===== src/rtl/ram_sync_if.sv =====
// Request/response bundle between the datapath (master) and ram_sync (slave).
// Widths follow the RAM geometry parameters.
interface ram_sync_if #(
  parameter int WORD_SIZE   = 27,
  parameter int WORD_AMOUNT = 37
);
  localparam int AW = (WORD_AMOUNT > 1) ? $clog2(WORD_AMOUNT) : 1;

  logic [AW-1:0]        address;
  logic                 select;
  logic                 operation;
  logic [WORD_SIZE-1:0] wdata;
  logic                 ready;
  logic [WORD_SIZE-1:0] rdata;
  logic                 valid;
  logic                 error;

  modport master (
    output address, select, operation, wdata,
    input  ready, rdata, valid, error
  );

  modport slave (
    input  address, select, operation, wdata,
    output ready, rdata, valid, error
  );
endinterface


===== src/rtl/ram_sync.sv =====
// Synchronous single-port RAM: ready/valid handshake, response read_latency edges after accept,
// out-of-range flagging. Define RAM_ZERO_INIT_EN to zero the whole array after every reset.
module ram_sync #(
  parameter int word_size    = 27,
  parameter int word_amount  = 37,
  parameter int read_latency = 1
) (
  input logic       clk,
  input logic       rst,
  ram_sync_if.slave bus
);
  localparam int AW = (word_amount > 1) ? $clog2(word_amount) : 1;
  localparam int L  = read_latency;
  localparam logic [AW-1:0] LAST_ADDR = AW'(word_amount - 1);

  typedef enum logic {INIT, RUN} state_t;
  typedef enum logic [2:0] {K_NONE, K_WR, K_RD, K_WR_ERR, K_RD_ERR} kind_t;

  state_t               state_q, state_d;
  kind_t                kind_d;
  kind_t                kind_q [L];
  logic [word_size-1:0] dat_q  [L];
  logic [word_size-1:0] mem    [word_amount];
  logic [word_size-1:0] rd_word;
  logic                 accept;
  logic                 in_range;

`ifdef RAM_ZERO_INIT_EN
  localparam int PW = $clog2(word_amount + 1);
  localparam logic [PW-1:0] SWEEP_END = PW'(word_amount);
  logic [PW-1:0] sweep_q, sweep_d;
  logic          sweep_we;
`endif

  function automatic logic is_read(kind_t k);
    return (k == K_RD) || (k == K_RD_ERR);
  endfunction

  always_comb begin
    state_d = state_q;
`ifdef RAM_ZERO_INIT_EN
    sweep_d  = sweep_q;
    sweep_we = 1'b0;
`endif
    case (state_q)
      INIT: begin
`ifdef RAM_ZERO_INIT_EN
        if (sweep_q == SWEEP_END) begin
          state_d = RUN;
        end else begin
          sweep_we = 1'b1;
          sweep_d  = sweep_q + PW'(1);
        end
`else
        state_d = RUN;
`endif
      end
      RUN: state_d = RUN;
    endcase
  end

  assign accept   = bus.select && (state_q == RUN);
  assign in_range = bus.address <= LAST_ADDR;
  assign rd_word  = in_range ? mem[bus.address] : '0;

  // Each pipeline slot carries the response kind; data slots only move for reads so rdata holds otherwise
  always_comb begin
    kind_d = K_NONE;
    if (accept) begin
      if (bus.operation) kind_d = in_range ? K_WR : K_WR_ERR;
      else               kind_d = in_range ? K_RD : K_RD_ERR;
    end
  end

  always_ff @(posedge clk or posedge rst) begin
    if (rst) begin
      state_q <= INIT;
      for (int i = 0; i < L; i++) begin
        kind_q[i] <= K_NONE;
        dat_q[i]  <= '0;
      end
    end else begin
      state_q   <= state_d;
      kind_q[0] <= kind_d;
      if (is_read(kind_d)) dat_q[0] <= rd_word;
      for (int i = 1; i < L; i++) begin
        kind_q[i] <= kind_q[i-1];
        if (is_read(kind_q[i-1])) dat_q[i] <= dat_q[i-1];
      end
    end
  end

`ifdef RAM_ZERO_INIT_EN
  always_ff @(posedge clk or posedge rst) begin
    if (rst) sweep_q <= '0;
    else     sweep_q <= sweep_d;
  end

  always_ff @(posedge clk) begin
    if (sweep_we) begin
      mem[sweep_q[AW-1:0]] <= '0;
    end else if (accept && bus.operation && in_range) begin
      mem[bus.address] <= bus.wdata;
    end
  end
`else
  always_ff @(posedge clk) begin
    if (accept && bus.operation && in_range) begin
      mem[bus.address] <= bus.wdata;
    end
  end
`endif

  assign bus.ready = (state_q == RUN);
  assign bus.valid = (kind_q[L-1] != K_NONE);
  assign bus.error = (kind_q[L-1] == K_WR_ERR) || (kind_q[L-1] == K_RD_ERR);
  assign bus.rdata = dat_q[L-1];
endmodule


===== src/flat_wrapper.sv =====
// flat-port wrapper written by rule: the top's interface ports become plain ports
module ram_sync_flat 
#(
  parameter int word_size    = 27,
  parameter int word_amount  = 37,
  parameter int read_latency = 1
)
  (clk, rst, bus_address, bus_select, bus_operation, bus_wdata, bus_ready, bus_rdata, bus_valid, bus_error);
  ram_sync_if #(.WORD_SIZE((27)), .WORD_AMOUNT((37))) bus_i ();
  input logic clk;
  input logic rst;
  input wire logic [$bits(bus_i.address)-1:0] bus_address;
  input wire logic [$bits(bus_i.select)-1:0] bus_select;
  input wire logic [$bits(bus_i.operation)-1:0] bus_operation;
  input wire logic [$bits(bus_i.wdata)-1:0] bus_wdata;
  output wire logic [$bits(bus_i.ready)-1:0] bus_ready;
  output wire logic [$bits(bus_i.rdata)-1:0] bus_rdata;
  output wire logic [$bits(bus_i.valid)-1:0] bus_valid;
  output wire logic [$bits(bus_i.error)-1:0] bus_error;
  assign bus_i.address = bus_address;
  assign bus_i.select = bus_select;
  assign bus_i.operation = bus_operation;
  assign bus_i.wdata = bus_wdata;
  assign bus_ready = bus_i.ready;
  assign bus_rdata = bus_i.rdata;
  assign bus_valid = bus_i.valid;
  assign bus_error = bus_i.error;
  ram_sync #(.word_size(word_size), .word_amount(word_amount), .read_latency(read_latency)) u_core (.clk(clk), .rst(rst), .bus(bus_i));
endmodule

===== config.mk =====
export PLATFORM = sky130hd
export DESIGN_NAME = ram_sync_flat
export DESIGN_NICKNAME = d
export VERILOG_FILES = /design/src/rtl/ram_sync_if.sv /design/src/rtl/ram_sync.sv /design/src/flat_wrapper.sv
export SDC_FILE = /design/constraint.sdc
export NUM_CORES = 1
export LEC_CHECK = 0
export ABC_AREA = 0
export CORE_UTILIZATION = 38
export DETAILED_ROUTE_END_ITERATION = 7
export DONT_BUFFER_PORTS = 1
export PLACE_DENSITY = 0.55
export SKIP_CTS_REPAIR_TIMING = 1
export SKIP_LAST_GASP = 1
export SLEW_MARGIN = 20
export SYNTH_ARGS = -nofsm -noshare
export SYNTH_HDL_FRONTEND = slang
export SYNTH_SLANG_ARGS = --single-unit

===== constraint.sdc =====
create_clock -name clk -period 3.8 [get_ports clk]
set_clock_uncertainty 0.15 [all_clocks]
set_input_delay 0.38 -clock clk [delete_from_list [all_inputs] [get_ports clk]]
set_output_delay 0.38 -clock clk [all_outputs]
set_load 0.02 [all_outputs]

* Word level (Yosys, flattened, before mapping)
Memories as Yosys holds them, arrays and structs flattened.
Cells that the tools add are included.
** Cells by class
- Magnitude comparators :: 1
- Equal/unequal tests :: 4
- Multiplexer cells :: 7
- Reductions and logical operators :: 6
** Operators with widths (number)
- $mux W27 :: 1
- $mux W3 :: 3
- $eq A3 B2 Y1 const B :: 2
- $eq A3 B3 Y1 const B :: 2
- $le A6 B6 Y1 const B :: 1
- $logic_and A1 B1 Y1 :: 3
- $reduce_bool A3 Y1 :: 1
- $logic_or A1 B1 Y1 :: 2
- $mux W1 :: 2
- $mux W2 :: 1
** Word-level totals
- Register bits :: 31
- RAM bits :: 999
- Input port bits :: 37
- Word-level logic and storage cells :: 22
- Memories :: 1
** Memory list
- u_core.mem :: words 37, bits a word 27, read ports 1, clocked after memory_dff 0, write ports 1, RTL line ram_sync.sv:23 : logic [word_size-1:0] mem [word_amount];

* Logic depth before layout (Yosys ltp)
- Depth in word-level cells :: 6
- Gate-level depth with buffers :: 12

* Least setup slack after synthesis
OpenSTA, ideal clock, no wires.
- Kind :: input-to-reg
- From :: in bus_address[5]
- To :: mem u_core.mem[33][0] (enable)
- Setup time :: 445 ps
- Data arrival time :: 3368 ps
- Data required time :: 3205 ps
- Path slack :: -163 ps
- Cell stages on the path :: 6
- Path through :: buf_2 > clkbuf_1 > buf_1 > buf_2 > nand3_1 > nor3_1
** On the way
- Longest elaborated chain between the ends :: 4
** RTL lines
- start, declared :: RTL line flat_wrapper.sv:12 : input wire logic [$bits(bus_i.address)-1:0] bus_address;
- $le A6 B6 Y1 :: RTL line ram_sync.sv:63 : assign in_range = bus.address <= LAST_ADDR;
- $logic_and A1 B1 Y1 :: RTL line ram_sync.sv:108 : if (accept && bus.operation && in_range) begin
- $mux W1 :: RTL line ram_sync.sv:108
- $mux W1 (not written as such) :: RTL line ram_sync.sv:109 : mem[bus.address] <= bus.wdata;
- end, declared :: RTL line ram_sync.sv:23
Parallel ways exist; a longest one is shown, timed or not.

* Worst setup path in the final report
- From :: in bus_operation
- To :: reg u_core.dat_q, in the netlist u_core.bus.rdata[8]
** On the way
- Longest elaborated chain between the ends :: 4
** RTL lines
- start, declared :: RTL line flat_wrapper.sv:14 : input wire logic [$bits(bus_i.operation)-1:0] bus_operation;
- $mux W3 * :: RTL line ram_sync.sv:70 : if (bus.operation) kind_d = in_range ? K_WR : K_WR_ERR;
- $mux W3 * :: RTL line ram_sync.sv:69 : if (accept) begin
- $eq A3 B2 Y1 / $eq A3 B3 Y1 (equally long branches) :: RTL line ram_sync.sv:36 : return (k == K_RD) || (k == K_RD_ERR);
- $logic_or A1 B1 Y1 * :: RTL line ram_sync.sv:36
- end signal, assigned by index :: RTL line ram_sync.sv:88 : if (is_read(kind_q[i-1])) dat_q[i] <= dat_q[i-1];
- end, declared :: RTL line ram_sync.sv:22 : logic [word_size-1:0] dat_q [L];
Every way passes the cells marked *; elsewhere a longest branch is shown, timed or not.
A chain may end at the register's enable or synchronous reset.

==> impl_metrics.tcl <==
set metrics [dict create \
    synth_area_leaders "edfxtp_1, mux4_2, a221oi_1, mux2_2, dfrtp_1" \
    rrSetupSlack_ns 1.00 \
    max_freq_mhz 349 \
    slew_viol_final 0 \
    ff_latch_area_mm2 0.0308 \
    most-common-layout-cells "edfxtp_1, clkbuf_16, a221oi_1" \
    htree_num_levels 3 \
    vias 22619 \
    synth_top_area_share_pct 75.3 \
    cts_tree "yes" \
    num-nets-final 2334 \
    drtPass1Iterations 5 \
    power.density_mw_per_mm2 526 \
    crit_arrival_ns 3.27 \
    syn_avg_cell_area_um2 18.3 \
    rsz0062_at_grt "no" \
    dr.first_iter.drc_count 3002 \
    num_rows 118 \
    fin_ws_ns 0.932 \
    routedWlPerCell_um 33.1 \
    die_area_mm2 0.106 \
    r2r-start "u_core.bus.ready$_DFF_PP0_" \
    dp_slack_ns 0.664 \
    port_buffers 0 \
    grt_overflow 0 \
    total_leakage_power_nw 14.6 \
    track_usage_pct 23.0 \
    cts_made_buffers 107 \
    ant_nets 0 \
    min_to "u_core.bus.rdata[6]$_DFFE_PP0P_" \
    grt_pass1_vias 21775 \
    gp_congestion 0.860 \
    routed_wl_um 125000 \
    synth_area_leader_cell "edfxtp_1" \
    worstSetupStartpointType "primary input" \
    syn2layout_area_growth_pct 16.4 \
    reg2reg_depth 5 \
    status "completed" \
    netlist_area_mm2 0.0398 \
    layout_commonest_cell "edfxtp_1" \
    synth-edff-count 999 \
    yosysWarnings 0 \
    post-dp-hpwl_um 73100 \
    multi_input_area_mm2 0.00857 \
    yosys.cell_types.count 71 \
    cts_root_buffer "clkbuf_16" \
    min_from "bus_address[4]" \
    die_w_um 326 \
    synthCells 2177 \
    fill_cells 8888 \
    worst_pin_slew_ns 1.16 \
    period_share_pct 75.5 \
    rr_endpoint "u_core.mem[35][20]$_DFFE_PP_" \
    synth_nets 2215 \
    cap_violations 0 \
    setup_violations 0 \
    clkLatencyLatePin_ns 0.68 \
    drcViolationCount 0 \
    grt_max_degree 249 \
    timing.hold.ws_ns 0.0147 \
    final_util_pct 44.7 \
    async_reset_ff_share_pct 3.01 \
    clkSinkCount 1030 \
    clock_tree.buffer_depth 3 \
    ioPinCount 67 \
    max-vdd-ir-drop_mv 0.395 \
    worstPathMaxFanout 48 \
    seq_area_frac_synth_pct 77.3 \
    die_h_um 326 \
    required_ns 4.20 \
    end_kind "register" \
    worst-setup-path-type "in2reg" \
    clkTransAtPathRegs_ns 0.07 \
    fin_tns_setup_ns 0 \
    yosys_register_bits 1030 \
    min_path_type "in2reg" \
    antenna_found_initial 10 \
    grt_pass1_wl_um 173000 \
    viasPerCell 6.00 \
    yosys_most_used_dff "edfxtp_1" \
    core_mm2 0.104 \
    maxSlewHeadroom_pct 22.7 \
    initial_core_util_pct 38.4 \
    layout-drive-gt1-share_pct 21.0 \
    hold_depth 4 \
    finalHoldViolations 0 \
    fin_crit_ns 2.87 \
]
[through the flow]
step	total power, mW	cells	area (um2)
6_report	24.4	3768	46400
3_3_place_gp	14.1	3507	42100
3_5_place_dp	14.1	3507	42100
5_1_grt	25.0	3768	46400
2_1_floorplan	13.7	2177	39900
4_1_cts	24.2	3707	45500
[routing by layer]
metal | global-route usage [%] | wire, um | vias to the layer above
li1 | - | - | 9261
met1 | 31.8 | 51200 | 11935
met2 | 34.6 | 55800 | 1208
met3 | 7.86 | 14200 | 205
met4 | 6.43 | 3530 | 10
met5 | 0 | 57 | -
[state kept, by name (all words and copies together), names as in the netlist]
| signal | cells |
|---|---|
| u_core.mem | 999 |
| u_core.bus.ready | 1 |
| u_core.kind_q | 3 |
| u_core.bus.rdata | 27 |
[cells by family after synthesis]
kind of cell    synth area share (%)
compound gates                  8.83
xor+xnor                      0.0220
fa+ha+maj                     0.0314
buf+inv                         2.16
flops                           77.3
mux                             8.39
other cells                  0.00941
simple gates                    3.31
[cells in the mapped netlist (22+ instances only)]
cell type and instances:
buf_2 68, o22ai_1 35, nor3_1 22, o21ai_0 52, edfxtp_1 999, mux2_2 74, mux2i_1 69, a221oi_1 104
a22oi_1 92, nor2_1 76, mux4_2 75, nand2_1 91, a21oi_1 35, nand3_1 41, dfrtp_1 31, clkbuf_1 42
buf_4 24, a31oi_1 37
[final cells by class]
type                       count  area share [%]
timing repair buffer         161            3.99
inverter                       7          0.0594
sequential                  1030            66.4
clock inverter                62            1.10
antenna                        1         0.00540
tap                         1380            3.73
multi-input combinational    989            18.5
clock buffer                 138            6.25
[where the power goes]
group,internal [mW],total [mW],switching [mW],leakage (nW)
clock,5.85,10.2,4.36,1.67
sequential,12.6,12.9,0.366,9.35
combinational,0.444,1.25,0.806,3.63
[critical path, stage by stage]
cell and delay [ns]:
dlygate4sd3_1 0.61, inv_1 0.11, ha_1 0.33, xnor2_1 0.16, nor3_2 0.25, buf_12 0.28, nand2_1 0.70, o21ai_0 0.36
a21oi_1 0.08
[how the worst max path moves through the flow]
stage / startpoint / end / depth (start not counted)
5_1_grt: bus_operation / u_core.bus.rdata[8]$_DFFE_PP0P_ / 9
4_1_cts: u_core.bus.ready$_DFF_PP0_ / u_core.mem[35][7]$_DFFE_PP_ / 5
2_1_floorplan: bus_address[2] / u_core.mem[12][0]$_DFFE_PP_ / 8
3_3_place_gp: bus_address[0] / u_core.bus.rdata[16]$_DFFE_PP0P_ / 9
6_report: bus_operation / u_core.bus.rdata[8]$_DFFE_PP0P_ / 9
3_5_place_dp: bus_address[1] / u_core.bus.rdata[8]$_DFFE_PP0P_ / 9
Note: power is estimated with default switching activity, not from simulation.
